==> config.mk <==
export PLATFORM = sky130hd
export DESIGN_NAME = comparator_triad_decoder
export DESIGN_NICKNAME = d
export VERILOG_FILES = /design/src/rtl/comparator_triad_decoder.sv
export SDC_FILE = /design/constraint.sdc
export NUM_CORES = 1
export LEC_CHECK = 0
export ABC_CLOCK_PERIOD_IN_PS = 1800
export CAP_MARGIN = 20
export CORE_MARGIN = 5
export CORE_UTILIZATION = 43
export CTS_CLUSTER_DIAMETER = 40
export CTS_CLUSTER_SIZE = 10
export DETAILED_ROUTE_END_ITERATION = 12
export REMOVE_ABC_BUFFERS = 1
export SLEW_MARGIN = 10
export SYNTH_ARGS = -nofsm -noshare
export SYNTH_HDL_FRONTEND = slang
export SYNTH_SLANG_ARGS = --single-unit
==> constraint.sdc <==
create_clock -name LCT_CLK -period 1.8 [get_ports LCT_CLK]
set_input_delay 0.36 -clock LCT_CLK [delete_from_list [all_inputs] [get_ports LCT_CLK]]
set_output_delay 0.36 -clock LCT_CLK [all_outputs]
set_load 0.02 [all_outputs]
==> src/rtl/comparator_triad_decoder.sv <==
// ============================================================================
//  Module   : comparator_triad_decoder
//  Purpose  : Decodes serial comparator triads (start, hs, strip) arriving on
//             48 buffered distrip lines (6 layers x 8 distrips) into a
//             6 x 32 half-strip hit image with programmable persistence.
//  Revision : 1.0  initial release
//
//  Ports
//    LCT_CLK      in   1   LCT clock, all state on rising edge
//    LCT_RST_B    in   1   asynchronous active-low reset
//    G1C..G6C     in   8   triad lines per layer, bit d = distrip d
//    TRIAD_ENA    in   1   synchronous decoder enable
//    HS1..HS6     out  32  registered half-strip image per layer
//    LAYER_HIT    out  6   bit L-1 = OR of HSL
//    OVERLAP_CNT  out  16  saturating overlap counter (TRIAD_ERR_CNT_EN only)
//
//  Parameter
//    PERSIST      half-strip hold time in LCT clocks, legal 1..15
//
//  Build option
//    TRIAD_ERR_CNT_EN  when defined, builds the OVERLAP_CNT port and counter
// ============================================================================
`default_nettype none

module comparator_triad_decoder #(
  parameter int PERSIST = 6
) (
  input  logic        LCT_CLK,
  input  logic        LCT_RST_B,
  input  logic [7:0]  G1C,
  input  logic [7:0]  G2C,
  input  logic [7:0]  G3C,
  input  logic [7:0]  G4C,
  input  logic [7:0]  G5C,
  input  logic [7:0]  G6C,
  input  logic        TRIAD_ENA,
  output logic [31:0] HS1,
  output logic [31:0] HS2,
  output logic [31:0] HS3,
  output logic [31:0] HS4,
  output logic [31:0] HS5,
  output logic [31:0] HS6,
`ifdef TRIAD_ERR_CNT_EN
  output logic [15:0] OVERLAP_CNT,
`endif
  output logic [5:0]  LAYER_HIT
);

  localparam int         NCH       = 48;
  localparam logic [3:0] c_PERSIST = 4'(PERSIST);

  typedef enum logic [1:0] {
    ST_IDLE = 2'd0,
    ST_S1   = 2'd1,
    ST_S2   = 2'd2
  } state_t;

  // Channel index = 8*(layer-1) + distrip
  logic [NCH-1:0]      w_g;
  logic [NCH-1:0]      r_iq;
  logic [NCH-1:0][3:0] w_field;

  assign w_g = {G6C, G5C, G4C, G3C, G2C, G1C};

  always_ff @(posedge LCT_CLK or negedge LCT_RST_B) begin
    if (!LCT_RST_B) r_iq <= '0;
    else            r_iq <= w_g;
  end

`ifdef TRIAD_ERR_CNT_EN
  logic [NCH-1:0] w_ovl;
`endif

  genvar gi;
  generate
    for (gi = 0; gi < NCH; gi++) begin : g_ch
      state_t     r_state;
      state_t     w_state_nxt;
      logic       w_done;
      logic       r_hs;
      logic [3:0] r_pc;
      logic [3:0] r_field;
      logic [3:0] w_onehot;

      always_ff @(posedge LCT_CLK or negedge LCT_RST_B) begin
        if (!LCT_RST_B) r_state <= ST_IDLE;
        else            r_state <= w_state_nxt;
      end

      // Disabled decoder drops any partial triad by returning to IDLE.
      always_comb begin
        w_state_nxt = ST_IDLE;
        w_done      = 1'b0;
        if (TRIAD_ENA) begin
          case (r_state)
            ST_IDLE: w_state_nxt = r_iq[gi] ? ST_S1 : ST_IDLE;
            ST_S1:   w_state_nxt = ST_S2;
            ST_S2: begin
              w_state_nxt = ST_IDLE;
              w_done      = 1'b1;
            end
            default: w_state_nxt = ST_IDLE;
          endcase
        end
      end

      // Bit position within the 4-bit field is 2*strip + hs.
      assign w_onehot = 4'b0001 << {r_iq[gi], r_hs};

      always_ff @(posedge LCT_CLK or negedge LCT_RST_B) begin
        if (!LCT_RST_B) begin
          r_hs    <= 1'b0;
          r_pc    <= 4'd0;
          r_field <= 4'd0;
        end else begin
          if (r_state == ST_S1) r_hs <= r_iq[gi];
          if (w_done) begin
            // A new hit replaces any persisting one and restarts the hold.
            r_pc    <= c_PERSIST;
            r_field <= w_onehot;
          end else if (r_pc != 4'd0) begin
            r_pc <= r_pc - 4'd1;
            if (r_pc == 4'd1) r_field <= 4'd0;
          end
        end
      end

      assign w_field[gi] = r_field;

`ifdef TRIAD_ERR_CNT_EN
      assign w_ovl[gi] = w_done && (r_pc != 4'd0);
`endif
    end
  endgenerate

  assign HS1 = w_field[7:0];
  assign HS2 = w_field[15:8];
  assign HS3 = w_field[23:16];
  assign HS4 = w_field[31:24];
  assign HS5 = w_field[39:32];
  assign HS6 = w_field[47:40];

  assign LAYER_HIT = {|HS6, |HS5, |HS4, |HS3, |HS2, |HS1};

`ifdef TRIAD_ERR_CNT_EN
  logic [15:0] r_ovl_cnt;

  // Counts cycles with at least one overlap, not individual overlaps.
  always_ff @(posedge LCT_CLK or negedge LCT_RST_B) begin
    if (!LCT_RST_B) begin
      r_ovl_cnt <= 16'd0;
    end else if ((|w_ovl) && (r_ovl_cnt != 16'hFFFF)) begin
      r_ovl_cnt <= r_ovl_cnt + 16'd1;
    end
  end

  assign OVERLAP_CNT = r_ovl_cnt;
`endif

endmodule

`default_nettype wire

==> metrics.yaml, run 1 <==
power_and_ir_drop:
  power.density_mw_per_mm2: 1752
  peakVddDrop_mv: 1.354
  p_leak_nw: 17.32
setup_path:
  worst_ep_arrival_time_ps: 2100
  r2r_cells: 5
  crit_required_ps: 1440
  rr_startpoint: "g_ch[35].r_pc[1]"
  cp_max_fo: 2
  critPathTopFamily: "simple AND/OR/NAND/NOR gates"
  start_kind: "flop"
  critPathLaunch: "g_ch[46].r_field[1]"
  crit_type: "reg -> out"
  slowest_delay_ps: 380
  path_depth: 5
  critPathBufInv: 2
  crit_chain: "nor4_2 -> buf_4 -> nand4_1 -> or2_4 -> buf_6"
  crit_slowest_cell: "dfrtp_1"
  crit_path_end_kind: "output port"
grt:
  grt_max_degree: 74
  met3_usage: 0.03712
  grt_pass1_vias: 20070
  overflow: 0
  grtUsageMet1: 0.2333
  use_met2: 0.3005
  grt_usage: 0.1787
  grt_busiest_layer: "met2"
  grt_pass1_wl_um: 100500
  antenna_found_initial: 1
timing:
  clock.fmax_mhz: 406.5
  rsz0062_at_grt: "yes"
  fin_crit_sh: 1.367
  tightest_slew_ps: 487.9
  slew_headroom: 0.6740
  hold_viol_final: 0
  setup_viol: 6
  finalMaxSlewViolations: 0
  setup_ws_ps: -660.2
  min_period_ps: 2460
  skew_ps: 21.90
  fin_tns_setup_ps: -3538
route:
  first_iter_violations: 912
  ant_nets: 0
  wl_um: 60170
  vias_per_cell: 5.148
  via_count: 19140
  first_pass_iters: 5
  wire_per_inst_um: 16.18
  drc_errors: 0
clock_network:
  htreeDepth: 3
  clkSinkCount: 576
  worstSkewPairLatency_ps: 650
  cts_tree: "done"
  cts.clk_slew.worst_paths_ps: 50
  clockBufferDepth: 3
  cts_inserted_buffers: 103
  cts-root-buf: "clkbuf_16"
place:
  dpl.hpwl_um: 43520
  dpl_cell_area_mm2: 0.03205
  port_buffers: 248
  place.gp.congestion: 0.8433
yosys:
  synth_edf_count: 0
  synth-seq-area-share: 0.5414
  syn_inst: 2260
  synth_top_area_cell: "dfrtp_1"
  netlist_area_mm2: 0.02662
  syn_area_per_cell_um2: 11.78
  synth_ff_type: "dfrtp_1"
  synthArstFlopShare: 1.000
  yosysMostFrequentCell: "dfrtp_1"
  ys_types: 38
  yosysTopAreaCellShare: 0.5414
  ys_top_cells_by_count: "dfrtp_1 (576), nor2_1 (206), inv_1 (156)"
  synthTopCellsByArea: "dfrtp_1 (54%), ha_1 (6.8%), and3b_1 (3.0%)"
  ys.warnings.count: 0
  synth_seq_cells: 576
floorplanning:
  die_w_um: 258.8
  coreArea_mm2: 0.06148
  ios: 249
  std_cell_rows: 91
  die_h_um: 258.8
  initial_core_util: 0.4330
  fp.dieArea_mm2: 0.06699
worst_hold_path:
  min_path_type: "in -> reg"
  whs_path_depth: 1
  hold_path.startpoint: "G2C[1]"
finish:
  design_area_mm2: 0.03505
  area_growth_pct: 31.65
  antenna_cells: 0
  fillers: 5144
  final_nets: 3038
  drive_gt1_frac: 0.2749
status:
  violations: "negative setup slack"
  run_status: "complete, but fails checks"
run:
  cap_violations: 0
## per-stage QoR
step / util / worst slack, ps / hold WS, ps / power (W) / cells
6_report: 0.5701 / -660.2 / 148.7 / 0.06142 / 3718
5_1_grt: 0.5701 / -773.5 / 113.5 / 0.06556 / 3718
4_1_cts: 0.5741 / -744.2 / 109.2 / 0.06234 / 3719
3_5_place_dp: 0.5213 / -575.4 / 274.9 / 0.04216 / 3526
3_3_place_gp: 0.5213 / -589.2 / 272.0 / 0.04117 / 3526
2_1_floorplan: - / 257.7 / 64.41 / 0.03291 / 2192
## worst register-to-register path, stage by stage (launching register included)
cell and delay, ps:
dfrtp_1 400, inv_1 130, ha_1 200, nor3b_1 420
mux2i_1 150, or2_2 290
## repair_timing
| action | in CTS | in global routing |
|---|---|---|
| gates cloned | 0 | 0 |
| buffers inserted | 3 | 0 |
| hold endpoints to repair | 151 | 0 |
| hold buffers | 2 | 0 |
| pin swaps | 17 | 9 |
| setup endpoints to repair | 198 | 57 |
| resized for setup | 792 | 57 |
## layout by cell type (no fill, tap or decap), types with 36 or more instances in the layout
cell             instances
o21ai_0                 38
clkbuf_16              105
buf_4                  279
nand2_1                 67
o2bb2ai_1               44
clkdlybuf4s50_1         48
nor2_1                 206
dfrtp_1                576
ha_1                   144
inv_1                  156
buf_2                  184
nor3_1                  92
xnor2_1                 48
a22o_1                  44
nand3b_1                44
nor3b_1                 50
and3b_1                 92
mux2_2                  44
nand2b_1                75
mux2i_1                 69
a21o_1                  44
a31oi_1                 37
a32o_1                  60
nor4bb_1                36
## sequential cells by signal, summed over array words and instances (netlist names)
name and cells:
g_ch.r_field 192, g_ch.r_pc 192, g_ch.r_state 96, g_ch.r_hs 48
r_iq 48
## cells by family after synthesis
group	after synthesis	share of synthesized area
xor gates and xnor gates	48	0.01579
buffers and inverters	224	0.04004
adders and majority gates	144	0.06767
AOI/OAI and AO/OA	353	0.1099
and+or+nand+nor	802	0.1806
muxes	113	0.04455
DFF	576	0.5414
## final cells by class
type | count | area [um^2] | area share
flip-flops and latches | 576 | 14410 | 0.4112
well taps | 790 | 988.4 | 0.02820
repair buffers | 546 | 4040 | 0.1153
clock inverters | 62 | 843.3 | 0.02406
inverters | 156 | 585.6 | 0.01671
clock buffers | 128 | 2864 | 0.08171
multi-input cells | 1460 | 11320 | 0.3228
## power by group
group	switching (W)	total, W	internal, W
Combinational	0.0109	0.0209	0.0101
Clock	0.00687	0.0202	0.0134
Sequential	0.00326	0.0202	0.0170
Total	0.0210	0.0614	0.0404
## final timing paths
check                                      endpoint  slack, ps
worst min register to register  g_ch[40].r_state[0]        460
min in group asynchronous                  r_iq[45]        220
worst max register to register     g_ch[35].r_pc[1]         80
worst max-delay path                   LAYER_HIT[5]       -660
worst min-delay path                        r_iq[9]        150
max in group asynchronous                  r_iq[28]        800
## metal layers
metal  routed length (um)  up-vias
met2                29060      316
met3                 2343      106
met4                 1584        2
met1                27160     9416
li1                     -     9301
met5                   20        -
Power figures use the tool's default switching activity.
==> inputs of run 2 (changes only) <==
Settings changed: PLACE_DENSITY from default to 0.71.
==> run 2 against run 1 <==
Compared with the run above:
- the flow still finishes with violations (negative setup slack)
- non-clock buffer count fell by 41
- via count up 0.98%
- die area is the same
- hold slack better by 39 ps
- fmax rose by 4.9%
- wire length is 1.1% lower
- register-to-register slack gained 20 ps
- sequential share of layout area grew 0.31 points
- combinational power hardly changed
- sequential cell count stayed put
- cell count down 1.7%
- largest cell class unchanged
- largest power group unchanged
- sequential power hardly changed
==> metrics.yaml, run 2 (synthesis results as in run 1) <==
finish:
  final_nets: 2988
  final_common_cell: "dfrtp_1"
  area_growth_pct: 30.68
  top_regs: "g_ch.r_field x192, g_ch.r_pc x192, g_ch.r_state x96"
  final_cell_mix: "dfrtp_1 (576), buf_4 (243), nor2_1 (206)"
  design_area_mm2: 0.03479
  utilization: 0.5659
  fillers: 5028
  drive_gt1_frac: 0.2638
clock_network:
  clockBufferDepth: 3
  cts-root-buf: "clkbuf_16"
  cts_tree: "done"
  clkSinkCount: 576
  worstSkewPairLatency_ps: 620
  htreeDepth: 3
  cts_inserted_buffers: 94
  cts.clk_slew.worst_paths_ps: 50
floorplanning:
  std_cell_rows: 91
  coreArea_mm2: 0.06148
  initial_core_util: 0.4330
  die_h_um: 258.8
  die_w_um: 258.8
  ios: 249
  fp.dieArea_mm2: 0.06699
grt:
  grt_max_degree: 84
  grt_usage: 0.1769
  antenna_found_initial: 2
  grt_pass1_wl_um: 100700
  grt_pass1_vias: 20600
  overflow: 0
setup_path:
  crit_chain: "nor4_2 -> nand4_1 -> or2_4 -> buf_6"
  crit_required_ps: 1440
  crit_path_end_kind: "output port"
  worst_ep_arrival_time_ps: 1990
  rr_startpoint: "g_ch[30].r_pc[0]"
  reg2reg_to: "g_ch[30].r_pc[1]"
  crit_slowest_cell: "dfrtp_1"
  start_kind: "flop"
  cp_max_fo: 2
  slowest_delay_ps: 400
  ff2ff_setup_slack_ps: 100
  r2r_cells: 5
  crit_type: "reg -> out"
worst_hold_path:
  whs_path_depth: 1
  hold_path.startpoint: "G5C[5]"
  holdPathEnd: "r_iq[37]"
  min_path_type: "in -> reg"
route:
  ant_nets: 0
  via_count: 19330
  drc_errors: 0
  wl_um: 59490
  first_pass_iters: 6
  vias_per_cell: 5.290
  wire_per_inst_um: 16.28
  first_iter_violations: 822
timing:
  fin_crit_sh: 1.303
  min_period_ps: 2346
  setup_ws_ps: -546.0
  finalMaxSlewViolations: 0
  setup_viol: 6
  rsz0062_at_grt: "yes"
  hold_viol_final: 0
  slew_headroom: 0.6823
  skew_ps: 22.45
  clock.fmax_mhz: 426.3
  tightest_slew_ps: 475.5
power_and_ir_drop:
  peakVddDrop_mv: 0.9504
  power.density_mw_per_mm2: 1719
  p_leak_nw: 16.80
place:
  place.gp.congestion: 0.7976
  port_buffers: 248
  dpl.hpwl_um: 42120
  dpl_cell_area_mm2: 0.03168
status:
  run_status: "complete, but fails checks"
  violations: "negative setup slack"
run:
  cap_violations: 0
-- run 2: changes by cell type in the layout (fill, tap and decap cells not counted), sizes merged --
cell           before  now
clkinvlp           15   11
diode               0    2
clkinv             25   19
bufinv             14   11
buf               491  369
dlygate4sd3         2    1
clkbuf            128  115
clkdlybuf4s15       5   84
inv               164  168
-- run 2: power by group --
part           switching [W]  internal [W]
Clock                0.00639        0.0119
Sequential           0.00335        0.0170
Combinational         0.0108        0.0104
Total                 0.0206        0.0392
-- run 2: worst max path at each step --
stage | startpoint | cells past startpoint | endpoint | slack (ps)
after global placement | g_ch[38].r_field[0] | 5 | LAYER_HIT[4] | -490
after global routing | g_ch[38].r_field[0] | 5 | LAYER_HIT[4] | -660
final | g_ch[4].r_field[1] | 4 | LAYER_HIT[0] | -550
after floorplan | g_ch[6].r_field[0] | 3 | LAYER_HIT[0] | 260
after detailed placement | g_ch[38].r_field[0] | 5 | LAYER_HIT[4] | -470
after CTS | g_ch[39].r_field[1] | 5 | LAYER_HIT[4] | -610
-- run 2: timing repair --
item                                    4_1_cts  5_1_grt
pin swaps                                    21        8
cloned                                        0        0
endpoints found under the setup margin      198       68
setup buffers                                 1        1
endpoints found under the hold margin        15        0
hold buffers                                  1        0
gates resized for setup                     680       87
-- run 2: layout make-up --
| class | count | area [um^2] | share of cell area |
|---|---|---|---|
| antenna | 2 | 5.005 | 0.0001438 |
| clock buffer | 112 | 2594 | 0.07455 |
| clock inverter | 53 | 658.1 | 0.01892 |
| inverter | 156 | 585.6 | 0.01683 |
| multi-input combinational | 1460 | 11390 | 0.3274 |
| sequential | 576 | 14410 | 0.4143 |
| tap | 790 | 988.4 | 0.02841 |
| timing repair buffer | 505 | 4158 | 0.1195 |
-- run 2: through the flow --
step | setup TNS [ps] | instances | power (W) | hold slack [ps] | setup slack (ps)
2_1_floorplan | 0 | 2192 | 0.03291 | 64.41 | 257.7
3_3_place_gp | -2261 | 3485 | 0.04048 | 312.1 | -487.6
3_5_place_dp | -2416 | 3485 | 0.04194 | 312.3 | -469.7
4_1_cts | -3239 | 3651 | 0.06063 | 132.5 | -613.2
5_1_grt | -3523 | 3654 | 0.06372 | 147.5 | -658.3
6_report | -2907 | 3654 | 0.05979 | 187.7 | -546.0
-- run 2: critical path: cells and delay by family, from the launching register on --
kind | cells | cell delay (ps)
simple gates | 3 | 850
flops | 1 | 400
buf+inv | 1 | 130
-- run 2: routing by layer --
layer	vias to the layer above	global-route usage	wire length, um
met1	9692	0.2217	25280
met3	108	0.03137	2350
met4	0	0.05681	1436
met5	-	0	0
met2	326	0.3119	30420
li1	9202	-	-
==> inputs of run 3 (changes only) <==
Settings changed: CORE_MARGIN 5 to 2.
==> run 3 against run 2 <==
Compared with the run above:
- the run still ends with negative setup slack left
- fmax is 2.0% lower
- die area down 4.6%
- global-route usage up 1.3 points
- sequential power hardly changed
- final area is 0.52% higher
- via count is 0.43% higher
- cell count is 1.2% higher
- sequential share of layout area is 0.21 points lower
- largest power group unchanged
==> metrics.yaml, run 3 (synthesis results as in run 1) <==
finish:
  drive_gt1_frac: 0.2688
  final_common_cell: "dfrtp_1"
  fillers: 4897
  antenna_cells: 0
  top_regs: "g_ch.r_field x192, g_ch.r_pc x192, g_ch.r_state x96"
  final_cell_mix: "dfrtp_1 (576), buf_4 (269), nor2_1 (206)"
  area_growth_pct: 31.35
  design_area_mm2: 0.03497
  utilization: 0.5688
  final_nets: 3022
timing:
  hold_viol_final: 0
  finalMaxSlewViolations: 0
  rsz0062_at_grt: "yes"
  skew_ps: 20.39
  clock.fmax_mhz: 417.6
  setup_viol: 6
  fin_crit_sh: 1.330
  setup_ws_ps: -594.4
  slew_headroom: 0.6723
  tightest_slew_ps: 484.7
  min_period_ps: 2394
power_and_ir_drop:
  power.density_mw_per_mm2: 1716
  p_leak_nw: 17.02
  peakVddDrop_mv: 1.054
clock_network:
  cts_inserted_buffers: 98
  cts-root-buf: "clkbuf_16"
  clockBufferDepth: 3
  htreeDepth: 3
  cts.clk_slew.worst_paths_ps: 50
  cts_tree: "done"
  worstSkewPairLatency_ps: 640
  clkSinkCount: 576
run:
  cap_violations: 0
route:
  via_count: 19410
  ant_nets: 0
  wl_um: 59870
  vias_per_cell: 5.248
  wire_per_inst_um: 16.19
  first_pass_iters: 7
  first_iter_violations: 1090
  drc_errors: 0
status:
  run_status: "complete, but fails checks"
  violations: "negative setup slack"
setup_path:
  start_kind: "flop"
  crit_type: "reg -> out"
  cp_max_fo: 2
  worst_ep_arrival_time_ps: 2030
  crit_required_ps: 1440
  crit_path_end_kind: "output port"
grt:
  grt_pass1_wl_um: 100500
  antenna_found_initial: 1
  grt_pass1_vias: 20580
  grt_max_degree: 55
  overflow: 0
  grt_usage: 0.1901
place:
  port_buffers: 248
  dpl.hpwl_um: 42720
  dpl_cell_area_mm2: 0.03196
  place.gp.congestion: 0.8146
floorplanning:
  coreArea_mm2: 0.06148
  die_w_um: 252.8
  std_cell_rows: 91
  ios: 249
  initial_core_util: 0.4330
  die_h_um: 252.8
  fp.dieArea_mm2: 0.06392
worst_hold_path:
  min_path_type: "in -> reg"
[run 3: changes by cell type in the layout (fill, tap and decap cells not counted), sizes merged, moves of 2 or more]
cell and change:
clkbuf +12, diode -2, clkdlybuf4s15 -21, bufinv -2
buf +54, clkinv +4
[run 3: where the power goes]
part	switching (W)	internal, W
Clock	0.00659	0.0120
Combinational	0.0109	0.0102
Sequential	0.00329	0.0170
Total	0.0208	0.0392
[run 3: metal layers]
metal	vias up	part of all wire	wire (um)	global-route usage
met4	0	0.020	1193	0.06374
met3	98	0.050	2989	0.03999
li1	9301	-	-	-
met1	9632	0.43	25890	0.2367
met5	-	0	0	0
met2	381	0.50	29800	0.3287
[run 3: what timing repair did]
item                       in CTS  in global routing
buffers inserted                2                  4
setup endpoints to repair     198                 48
pin swaps                      19                  8
hold endpoints to repair      179                  0
gates resized for setup       734                 51
hold buffers                    1                  0
[run 3: cell type report]
cell class / instances / area [um^2] / area share
Clock buffer: 127 / 2724 / 0.07789
Clock inverter: 55 / 643.1 / 0.01839
Inverter: 156 / 585.6 / 0.01674
Multi-Input combinational cell: 1460 / 11300 / 0.3232
Sequential cell: 576 / 14410 / 0.4121
Tap cell: 790 / 988.4 / 0.02826
Timing Repair Buffer: 535 / 4315 / 0.1234
[run 3: worst paths after layout]
path	from	endpoint	slack, ps	depth (start not counted)
min in group asynchronous	LCT_RST_B	g_ch[22].r_pc[3]	190	2
hold reg to reg	g_ch[47].r_state[0]	g_ch[47].r_state[0]	460	1
max in group asynchronous	LCT_RST_B	g_ch[8].r_state[1]	840	4
setup / recovery	g_ch[6].r_field[1]	LAYER_HIT[0]	-590	5
hold / removal	TRIAD_ENA	g_ch[22].r_state[0]	60	2
setup reg to reg	g_ch[20].r_pc[0]	g_ch[20].r_field[1]	90	5
[run 3: stage by stage]
stage / total power, W / TNS (ps) / setup slack, ps / instances / hold slack (ps)
after global routing: 0.06399 / -3825 / -706.7 / 3699 / 45.25
after detailed placement: 0.04198 / -2582 / -530.9 / 3515 / 241.0
final: 0.06000 / -3242 / -594.4 / 3699 / 62.19
after CTS: 0.06063 / -3619 / -689.1 / 3699 / 20.71
after global placement: 0.04051 / -2655 / -552.8 / 3515 / 241.3
after floorplan: 0.03291 / 0 / 257.7 / 2192 / 64.41
[run 3: critical path, cell delays in order, from the launching register on]
cell and delay [ps]:
dfrtp_1 380, nor4_2 300, nand4_1 180, buf_4 190, or2_4 230, buf_6 130
